--- src/rtl/pixel_state.sv ---
// pixel_state: pixel frame sequencer FSM (FRAME_RESET -> EXPOSE -> CONVERT -> READ), optional watchdog via PIXEL_STATE_WATCHDOG_EN.
//   Ports: clk, state_reset (sync, active-high), read_reg[3:0] (read length), expose_finished, ADC_finished,
//   read, expose_enable, convert, frame_reset, ADC_reset (decoded from the state register only).
module pixel_state #(
  parameter int FRAME_RESET_CYCLES = 4,
  parameter int TIMEOUT_CYCLES     = 200
) (
  input  logic       clk,
  input  logic       state_reset,
  input  logic [3:0] read_reg,
  input  logic       expose_finished,
  input  logic       ADC_finished,
  output logic       read,
  output logic       expose_enable,
  output logic       convert,
  output logic       frame_reset,
  output logic       ADC_reset
);
  if (FRAME_RESET_CYCLES < 1 || FRAME_RESET_CYCLES > 255 || TIMEOUT_CYCLES < 1 || TIMEOUT_CYCLES > 65535) begin : g_bad_params
    $error("pixel_state: parameter out of range");
  end
`ifdef PIXEL_STATE_WATCHDOG_EN
  localparam int CW = 16;
  localparam logic [CW-1:0] TO_LAST = CW'(TIMEOUT_CYCLES - 1);
`else
  localparam int CW = 8;
`endif
  localparam logic [CW-1:0] FR_LAST = CW'(FRAME_RESET_CYCLES - 1);
  typedef enum logic [1:0] {ST_FRAME_RESET, ST_EXPOSE, ST_CONVERT, ST_READ} state_t;
  state_t state;
  // shared per-state counter, cleared on every transition
  logic [CW-1:0] cnt;
  // last READ cycle index, latched on entry (read_reg of 0 behaves as 1)
  logic [3:0] rd_last;
  always_ff @(posedge clk) begin
    if (state_reset) begin
      state   <= ST_FRAME_RESET;
      cnt     <= '0;
      rd_last <= '0;
    end else begin
      case (state)
        ST_FRAME_RESET:
          if (cnt == FR_LAST) begin
            state <= ST_EXPOSE;
            cnt   <= '0;
          end else cnt <= cnt + CW'(1);
        ST_EXPOSE:
          if (expose_finished) begin
            state <= ST_CONVERT;
            cnt   <= '0;
          end
`ifdef PIXEL_STATE_WATCHDOG_EN
          else if (cnt == TO_LAST) begin
            state <= ST_FRAME_RESET;
            cnt   <= '0;
          end else cnt <= cnt + CW'(1);
`endif
        ST_CONVERT:
          if (ADC_finished) begin
            state   <= ST_READ;
            cnt     <= '0;
            rd_last <= (read_reg == 4'd0) ? 4'd0 : read_reg - 4'd1;
          end
`ifdef PIXEL_STATE_WATCHDOG_EN
          else if (cnt == TO_LAST) begin
            state <= ST_FRAME_RESET;
            cnt   <= '0;
          end else cnt <= cnt + CW'(1);
`endif
        default:
          if (cnt == CW'(rd_last)) begin
            state <= ST_FRAME_RESET;
            cnt   <= '0;
          end else cnt <= cnt + CW'(1);
      endcase
    end
  end
  assign frame_reset   = state == ST_FRAME_RESET;
  assign ADC_reset     = state == ST_FRAME_RESET;
  assign expose_enable = state == ST_EXPOSE;
  assign convert       = state == ST_CONVERT;
  assign read          = state == ST_READ;
endmodule

--- config.mk ---
export PLATFORM = sky130hd
export DESIGN_NAME = pixel_state
export DESIGN_NICKNAME = d
export VERILOG_FILES = /design/src/rtl/pixel_state.sv
export SDC_FILE = /design/constraint.sdc
export NUM_CORES = 1
export LEC_CHECK = 0
export BUFFER_PORTS_ARGS = -buffer_cell sky130_fd_sc_hd__buf_2
export CORE_MARGIN = 2
export CORE_UTILIZATION = 55
export CTS_CLUSTER_DIAMETER = 30
export CTS_CLUSTER_SIZE = 14
export DETAILED_ROUTE_END_ITERATION = 8
export PLACE_DENSITY = 0.76
export SLEW_MARGIN = 25
export SYNTH_ARGS = -nofsm -noshare
export SYNTH_HDL_FRONTEND = slang
export SYNTH_SLANG_ARGS = --single-unit
--- constraint.sdc ---
create_clock -name clk -period 4.9 [get_ports clk]
set_input_delay 0.98 -clock clk [delete_from_list [all_inputs] [get_ports clk]]
set_output_delay 0.98 -clock clk [all_outputs]
set_load 0.02 [all_outputs]
==> summary.txt, run 1 <==
Layout
  • Layout cells sized above 1: 18.0%
  • Final cell count without fillers: 138
  • Area grow syn2layout: 10.2%
  • Most frequent cells in the layout: 14 x dfxtp_1, 12 x nor2_1, 12 x nand2_1, 12 x buf_2, 11 x a21oi_1
  • Most common cell after layout, fill and taps aside: dfxtp_1
  • Final nets: approximately 140
  • Ant. Diodes: 0

Yosys
  • Asr flop ratio synth: 0%
  • Cell variety after synth: 34
  • #FFs+latches synth: 14
  • Most used DFF post-synth: dfxtp_1
  • Mapped cell area: 862 µm²
  • YS warnings: 0
  • Post-Synthesis Mean Instance Area: 7.84 µm²
  • Post-synth EDFFs: 0
  • Sequential fraction of the synthesis area: about a third
  • Mapped Nets: 123
  • Synth Instances: 110

Worst setup path
  • Worst reg2reg path startpoint: cnt[0]
  • Flop-to-flop setup slack: 2820 ps
  • Max stage delay on crit path: between 300 and 400 ps
  • Worst setup EP type: primary output
  • Critical path data arrival time: ~1200 ps
  • RR Endpoint: cnt[5]
  • Highest-delay cell along the critical path: dfxtp_1
  • Critical Path Start Type: flip-flop
  • CP cell instances: inv_1 -> ha_1 -> buf_2
  • Crit. Startpoint: state[0]
  • Worst Path Required: approximately 3900 ps
  • Crit-path max FO: 5
  • Largest delay contributor family on the critical path: flip-flops
  • Worst r2r path cells: 6
  • Bufs and invs on worst path: 2
  • Crit Path Category: reg2out

Pwr
  • Leakage: 0.374 nW
  • Clk pwr share: 21.5%
  • Part of the power in combinational logic: 40.1%
  • Sequential Power Share: 38.4%
  • Pwr Density: 397 nW/µm²
  • Max VDD drop: between 0.0003 and 0.0004 V
  • Sw frac: 38.3%
  • Tot Pwr: between 0.3 and 0.4 mW
  • NetSw: 0.144 mW
  • Internal power: between 0.2 and 0.25 mW

STA
  • Fin crit share: a little over two fifths
  • Fin. max-slew vios: 0
  • Clock Skews: 4.11 ps
  • Achievable Freq: roughly 0.46 GHz
  • Fin Setup TNS: 0 ps
  • Hold Fails Final Rpt: 0
  • Slew HR: 46.8%
  • Min Tclk post-route: approximately 2200 ps
  • Worst-Margin Slew: 796 ps
  • Final setup fails: 0
  • RSZ-0062 raised after global routing: false

Route
  • First-pass detailed-route iteration total: 3
  • # DRC: 0
  • Routed Antenna Nets: 0
  • DR vias: 803
  • DRT iter0 DRCs: 9
  • Final wirelength: around 1700 µm
  • DR WL/cell: ~12 µm
  • Via density: ~5.8

Hold path
  • Worst Hold End: cnt[7]
  • Hold Crit Class: reg2reg
  • WHS Path Cells: 2
  • Min-delay src: cnt[7]

Clock tree
  • Num CTS Buffers: 3
  • CTS Buffer Depth: 2
  • H-tree depth: 1
  • Worst-Skew Late Latency: 280 ps
  • Post-cts sizing count: 0
  • Clk pin slew, worst setup/hold paths: 80 ps
  • TritonCTS Sinks: 14
  • Clk Tree Root Cell: clkbuf_4
  • Post-CTS setup buffer count: 0
  • CTS tree: built
  • # hold bufs at CTS: 0

Placed design
  • Placer Congestion: 0.748
  • Placed Cells: 134
  • Port Buf Inserts: 12
  • DPL Wire Length: approximately 1300 µm

Floorplanning
  • Die outline width: 43.6 µm
  • Die Span Y: 43.6 µm
  • # IOs: 13
  • Core ar.: 1490 µm²
  • Starting density of the core: between 50% and 60%
  • Row Count: 14
  • DIE AREA: around 1900 µm²

Outcome
  • Outcome: finished clean

Flow run
  • Total of max-cap violations: 0

Global route
  • Largest net degree at the start of global routing: 16
  • Gr ovfl total: 0
  • Initial antenna violation count: 0
  • First-pass GRT wire length: 2910 µm
  • Vias in the first global route: 717
  • Total GRT Usage: 20.5%
## cell type report
class | count | area (µm²)
Tap cell | 16 | 20.0
Clock buffer | 4 | 36.3
Fill cell | 147 | 539
Multi-Input combinational cell | 87 | 534
Sequential cell | 14 | 280
Inverter | 5 | 18.8
Timing Repair Buffer | 12 | 60.1
## tightest hold or removal path, delay by kind of cell, from the launching register on
family / cells / cell delay [ps]
AOI/OAI and AO/OA: 1 / 50
DFF: 1 / 340
and+or+nand+nor: 1 / 60
## power by group through the flow
| stage | logic [mW] | clock network, mW | registers [mW] |
|---|---|---|---|
| 6_report | 0.151 | 0.0809 | 0.145 |
| 5_1_grt | 0.171 | 0.0883 | 0.146 |
| 3_3_place_gp | 0.147 | 0 | 0.145 |
| 3_5_place_dp | 0.152 | 0 | 0.146 |
| 2_1_floorplan | 0.126 | 0 | 0.142 |
| 4_1_cts | 0.153 | 0.0824 | 0.145 |
## logic make-up after synthesis
| group | count (synthesis) | synth area share (%) |
|---|---|---|
| AOI/OAI and AO/OA | 29 | 21.0 |
| buffers and inverters | 9 | 5.52 |
| and+or+nand+nor | 48 | 28.6 |
| DFF | 14 | 32.5 |
| adders and majority gates | 5 | 7.26 |
| xor gates and xnor gates | 5 | 5.08 |
## routing by layer
layer	routed length, µm	share of wire, %	up-vias	GRT usage (%)
li1	-	-	423	-
met1	778	46	363	24.6
met2	837	49	13	34.4
met3	67	3.9	4	6.25
met4	22	1.3	0	7.27
met5	0	0	-	0
## registers in the layout (all words and copies together) (netlist names)
| name | cells |
|---|---|
| state | 2 |
| rd_last | 4 |
| cnt | 8 |
## synthesized netlist by cell type (2+ instances only)
cell type	count	area, µm²
nand4_1	2	12.5
nor2_1	12	45.0
nand3_1	6	30.0
dfxtp_1	14	280
inv_1	5	18.8
xor2_1	4	35.0
clkbuf_1	2	7.51
nand2_1	12	45.0
a21oi_1	11	55.1
ha_1	5	62.6
nor3_1	6	30.0
a31oi_1	3	18.8
a211oi_1	4	30.0
o21ai_0	4	20.0
## stage by stage
step | setup WS (ps) | hold WS [ps] | utilization, % | instance area, µm²
3_3_place_gp | 2790 | 482 | 61.3 | 913
6_report | 2750 | 496 | 63.8 | 950
5_1_grt | 2630 | 538 | 63.8 | 950
3_5_place_dp | 2700 | 486 | 61.3 | 913
2_1_floorplan | 2960 | 462 | - | 862
4_1_cts | 2730 | 499 | 63.8 | 950
## worst max path at each step
stage	to	slack, ps	depth (start not counted)
floorplan	rd_last[2]	2960	4
global placement	cnt[2]	2790	5
detailed placement	cnt[2]	2700	5
CTS	convert	2730	3
global route	cnt[5]	2630	6
finish	convert	2750	3
Note: power is estimated with default switching activity, not from simulation.
==> run 2, diff against run 1 <==
Settings changed: CORE_UTILIZATION 55 to 54, PLACE_DENSITY 0.76 to 0.75.
Clock period 4.9 ns to 1.99 ns, I/O delays scaled along.
==> summary.txt, run 2 (same netlist as run 1, synthesis figures left out) <==
Layout
  • Top flop regs: cnt (8), rd_last (4), state (2)
  • Area grow syn2layout: 16.4%
  • Biggest register: cnt
  • Layout cells sized above 1: 24.6% (+6.6 points)
  • Fillers: 136 (-7.5%)
  • Max reg flops: 8 (unchanged)
  • Most common cell after layout, fill and taps aside: dfxtp_1
  • Most frequent cells in the layout: 13 x dfxtp_1, 12 x nor2_1, 12 x nand2_1, 12 x buf_2, 10 x a21oi_1
  • Final nets: 140 (+2.9%)
  • Seq. cell area: 284 µm² (+1.3%)
  • Final instance area: 1000 µm² (+5.7%)
  • Multi-input gate area: 554 µm² (+3.7%)
  • Ant. Diodes: 0 (unchanged)

STA
  • Hold Fails Final Rpt: 0 (unchanged)
  • Hold Slack: 445 ps (-51.7 ps)
  • Fin. max-slew vios: 0 (unchanged)
  • Achievable Freq: 0.522 GHz
  • Worst-Margin Slew: 453 ps (-343 ps)
  • Setup WS post-layout: 73.0 ps (-2680 ps)
  • Slew HR: 69.8% (+23 points)
  • Fin Setup TNS: 0 ps (unchanged)
  • Min Tclk post-route: 1920 ps
  • Fin crit share: 96.3%
  • Final setup fails: 0 (unchanged)
  • Clock Skews: 2.01 ps (-2.11 ps)
  • RSZ-0062 raised after global routing: false

Clock tree
  • CTS tree: built
  • Num CTS Buffers: 3 (unchanged)
  • Clk pin slew, worst setup/hold paths: 80 ps (about the same)
  • # hold bufs at CTS: 0 (unchanged)
  • H-tree depth: 1 (unchanged)
  • CTS Buffer Depth: 2 (unchanged)
  • Post-CTS setup buffer count: 0 (unchanged)
  • Worst-Skew Late Latency: 290 ps (about the same)
  • TritonCTS Sinks: 14 (unchanged)
  • Clk Tree Root Cell: clkbuf_4

Worst setup path
  • Worst r2r path cells: 5 (-1)
  • Crit-path max FO: 6 (+1)
  • Worst Path Required: 2220 ps (-1700 ps)
  • RR Endpoint: state[0]
  • Worst reg2reg path startpoint: cnt[4]
  • Crit Path Category: reg2reg
  • Critical Path Start Type: flip-flop
  • Worst setup EP type: flip-flop
  • Critical path data arrival time: 2150 ps (+980 ps)
  • Flop-to-flop setup slack: 70 ps (-2750 ps)

Route
  • First-pass detailed-route iteration total: 5 (+2)
  • DR WL/cell: 12.5 µm (+1.3%)
  • DRT iter0 DRCs: 24 (+15)
  • # DRC: 0 (unchanged)
  • DR vias: 804 (+0.12%)
  • Final wirelength: 1780 µm (+4.3%)
  • Routed Antenna Nets: 0 (unchanged)
  • Via density: 5.66 (-2.7%)

Placed design
  • DPL Wire Length: 1330 µm (+4.1%)
  • Placer Congestion: 0.784 (+4.9%)
  • Port Buf Inserts: 12 (unchanged)
  • Setup WS pre-CTS: -13.7 ps (-2710 ps)
  • Total cell area at the placement stage: 943 µm² (+3.3%)

Hold path
  • Hold Crit Class: in2reg
  • Worst Hold End: rd_last[1]
  • Min-delay src: read_reg[0]
  • WHS Path Cells: 4 (+2)

Outcome
  • Outcome: finished clean

Global route
  • Largest net degree at the start of global routing: 16 (unchanged)
  • First-pass GRT wire length: 2930 µm (+0.48%)
  • Gr ovfl total: 0 (unchanged)
  • Total GRT Usage: 20.6% (+0.12 points)
  • Initial antenna violation count: 0 (unchanged)
  • Vias in the first global route: 665 (-7.3%)

Pwr
  • Pwr Density: 996 nW/µm² (+150%)
  • Leakage: 0.397 nW (+6.3%)
  • Tot Pwr: 1.00 mW (+170%)
  • Max VDD drop: 0.000573 V (+89%)

Floorplanning
  • Die Span Y: 44.0 µm (+0.84%)
  • Core ar.: 1510 µm² (+1.2%)
  • Row Count: 14 (unchanged)
  • # IOs: 13 (unchanged)
  • Starting density of the core: 57.2% (-0.67 points)
  • DIE AREA: 1930 µm² (+1.7%)
  • Die outline width: 44.0 µm (+0.84%)

Flow run
  • Total of max-cap violations: 0 (unchanged)
run 2: worst max-delay path, stage by stage (launching register included):
cell and delay [ps]:
dfxtp_4 370, or4_4 540, o31a_1 280, nand2b_4 160, or3_4 380, a21oi_2 120
run 2: how the worst max path moves through the flow:
stage               startpoint       end  slack, ps  cells after the start
floorplan               cnt[4]  state[0]        150                      5
global placement        cnt[0]    cnt[5]         70                      6
detailed placement      cnt[0]    cnt[5]        -10                      6
CTS                     cnt[4]  state[0]         40                      5
global route            cnt[4]  state[0]          6                      5
finish                  cnt[4]  state[0]         70                      5
run 2: timing repair:
item | CTS | global route
endpoints found under the setup margin | 3 | 1
cloned | 0 | 0
pin swaps | 0 | 1
resized for setup | 1 | 5
run 2: metal layers:
metal	track usage, %	vias to the layer above	wire (µm)
met5	0	-	0
li1	-	427	-
met1	26.9	354	853
met3	5.00	5	68
met2	31.2	18	815
met4	10.9	0	41
run 2: power breakdown:
| group | switching, mW | leakage, nW | internal (mW) | total [mW] |
|---|---|---|---|---|
| clock | 0.0951 | 0.0210 | 0.112 | 0.207 |
| combinational | 0.254 | 0.262 | 0.201 | 0.455 |
| sequential | 0.0271 | 0.114 | 0.311 | 0.338 |
run 2: layout make-up:
type | instances | area share [%]
Sequential cell | 14 | 28.3
Timing Repair Buffer | 16 | 8.98
Clock buffer | 4 | 3.62
Multi-Input combinational cell | 87 | 55.2
Inverter | 5 | 1.87
Tap cell | 16 | 2.00
run 2: stage by stage:
step | instances | utilization [%]
6_report | 142 | 66.6
5_1_grt | 142 | 66.6
4_1_cts | 142 | 65.4
3_5_place_dp | 138 | 62.6
3_3_place_gp | 138 | 62.6
2_1_floorplan | 110 | -
==> run 3, diff against run 2 <==
Settings changed: ABC_CLOCK_PERIOD_IN_PS from default to 2400, CORE_UTILIZATION 54 to 55, PLACE_DENSITY 0.75 to 0.88.
Clock period 1.99 ns to 2.4 ns, I/O delays scaled along.
==> summary.txt, run 3 (same netlist as run 1, synthesis figures left out) <==
Placed design
  • DPL Wire Length: 1260 µm (-5.5%)
  • Placed Cells: 135 (-2.2%)
  • Port Buf Inserts: 12 (unchanged)
  • Placer Congestion: 0.859 (+9.6%)

Worst setup path
  • Critical Path Start Type: flip-flop
  • Crit Path Category: reg2reg
  • Highest-delay cell along the critical path: a2bb2oi_1
  • Bufs and invs on worst path: 0 (unchanged)
  • Crit path depth: 6 (+1)
  • Max stage delay on crit path: 670 ps (+130 ps)
  • Worst Path Required: 2600 ps (+380 ps)
  • CP cell instances: ha_1 -> or2b_2 -> o31a_1 -> a2bb2oi_1 -> o211ai_1 -> a211oi_1
  • Critical path data arrival time: 2280 ps (+130 ps)
  • Largest delay contributor family on the critical path: compound AO/OA/AOI/OAI gates
  • Worst r2r path cells: 6 (+1)
  • Flop-to-flop setup slack: 310 ps (+240 ps)
  • Worst setup EP type: flip-flop
  • Crit-path max FO: 11 (+5)

STA
  • Clock Skews: 4.41 ps (+2.40 ps)
  • RSZ-0062 raised after global routing: false
  • Fin. max-slew vios: 0 (unchanged)
  • Worst-Margin Slew: 823 ps (+370 ps)
  • Achievable Freq: 0.479 GHz (-8.2%)
  • Hold Fails Final Rpt: 0 (unchanged)
  • Fin crit share: 87.0% (-9.4 points)
  • Fin Setup TNS: 0 ps (unchanged)
  • Final setup fails: 0 (unchanged)
  • Min Tclk post-route: 2090 ps (+170 ps)
  • Slew HR: 44.9% (-25 points)
  • Hold Slack: 508 ps (+62.9 ps)

Pwr
  • Part of the power in combinational logic: 42.6% (-2.9 points)
  • Clk pwr share: 17.4% (-3.3 points)
  • Leakage: 0.372 nW (-6.4%)
  • Sequential Power Share: 40.1% (+6.3 points)
  • Pwr Density: 777 nW/µm² (-22%)
  • Max VDD drop: 0.000412 V (-28%)
  • NetSw: 0.288 mW (-23%)
  • Internal power: 0.445 mW (-29%)
  • Sw frac: 39.4% (+1.7 points)

Global route
  • Total GRT Usage: 18.9% (-1.7 points)
  • Initial antenna violation count: 0 (unchanged)
  • Vias in the first global route: 679 (+2.1%)
  • Largest net degree at the start of global routing: 16 (unchanged)
  • Gr ovfl total: 0 (unchanged)
  • First-pass GRT wire length: 2740 µm (-6.4%)

Layout
  • Biggest register: cnt
  • Most common cell after layout, fill and taps aside: dfxtp_1
  • Fillers: 121 (-11%)
  • Seq. cell area: 280 µm² (-1.3%)
  • Top flop regs: cnt (8), rd_last (4), state (2)
  • Max reg flops: 8 (unchanged)
  • Most frequent cells in the layout: 14 x dfxtp_1, 12 x nor2_1, 12 x nand2_1, 12 x buf_2, 11 x a21oi_1
  • Ant. Diodes: 0 (unchanged)
  • Multi-input gate area: 534 µm² (-3.6%)
  • Area grow syn2layout: 9.43%
  • Final cell count without fillers: 138 (-2.8%)
  • Layout cells sized above 1: 18.0% (-6.6 points)
  • Final nets: 137 (-2.1%)

Route
  • Top Metal Used: met4
  • DRT iter0 DRCs: 13 (-46%)
  • # DRC: 0 (unchanged)
  • First-pass detailed-route iteration total: 4 (-1)
  • DR WL/cell: 12.2 µm (-2.7%)
  • DRT met1 WL: 802 µm (-6.0%)
  • DR vias: 813 (+1.1%)
  • Routed length on met2: 787 µm (-3.4%)
  • Final wirelength: 1680 µm (-5.5%)
  • Via density: 5.89 (+4.1%)
  • Met3 routed wirelength: 85 µm (+25%)
  • Routed Antenna Nets: 0 (unchanged)

Outcome
  • Outcome: finished clean

Clock tree
  • H-tree depth: 1 (unchanged)
  • Clk pin slew, worst setup/hold paths: 80 ps (about the same)
  • Post-CTS setup buffer count: 0 (unchanged)
  • CTS tree: built
  • # hold bufs at CTS: 0 (unchanged)
  • Num CTS Buffers: 3 (unchanged)
  • Post-cts sizing count: 0 (-1)
  • CTS Buffer Depth: 2 (unchanged)
  • Worst-Skew Late Latency: 270 ps (-20 ps)
  • Clk Tree Root Cell: clkbuf_4
  • TritonCTS Sinks: 14 (unchanged)

Floorplanning
  • Row Count: 14 (unchanged)
  • Die outline width: 43.6 µm (-0.83%)
  • # IOs: 13 (unchanged)
  • Die Span Y: 43.6 µm (-0.83%)
  • DIE AREA: 1900 µm² (-1.7%)
  • Starting density of the core: 57.9% (+0.67 points)
  • Core ar.: 1490 µm² (-1.2%)

Hold path
  • WHS Path Cells: 2 (-2)
  • Hold Crit Class: reg2reg

Flow run
  • Total of max-cap violations: 0 (unchanged)
[run 3: cell types whose count changed in the layout (fill, tap and decap cells not counted)]
cell / delta
buf_4: -3
a21oi_1: +1
a21oi_2: -1
a2bb2oi_1: +1
a2bb2oi_2: -1
clkbuf_8: -1
dfxtp_1: +1
dfxtp_4: -1
nor3_1: +1
nor3_2: -1
or3_1: +1
or3_4: -1
[run 3: routing by layer]
layer	up-vias	track usage, %
met1	369	25.3
met5	-	0
li1	421	-
met4	0	7.27
met3	2	4.17
met2	21	29.7
[run 3: final timing paths]
check	start	endpoint
max	cnt[0]	cnt[5]
min reg2reg	cnt[7]	cnt[7]
max reg2reg	cnt[0]	cnt[5]
min	cnt[7]	cnt[7]
[run 3: cell type report]
class,instances,area share [%]
clock buffers,3,2.39
inverters,5,1.99
multi-input cells,87,56.6
flip-flops and latches,14,29.7
well taps,16,2.12
repair buffers,13,7.16
[run 3: metrics by stage]
stage	power (mW)	area [µm²]	util, %	setup slack (ps)
finish	0.733	943	63.4	313
global route	0.789	943	63.4	137
CTS	0.737	943	63.4	333
detailed placement	0.611	921	61.8	345
global placement	0.597	921	61.8	469
floorplan	0.547	862	-	558
[run 3: power groups by stage]
stage | Sequential [mW] | Combinational (mW) | Clock (mW)
6_report | 0.294 | 0.312 | 0.127
5_1_grt | 0.297 | 0.348 | 0.143
4_1_cts | 0.293 | 0.313 | 0.131
3_5_place_dp | 0.298 | 0.312 | 0
3_3_place_gp | 0.296 | 0.302 | 0
2_1_floorplan | 0.290 | 0.257 | 0
[run 3: worst min-delay path, cell delays in order (launching register included)]
cell     delay (ps)
dfxtp_1         340
nand2_1          70
a21oi_1          50
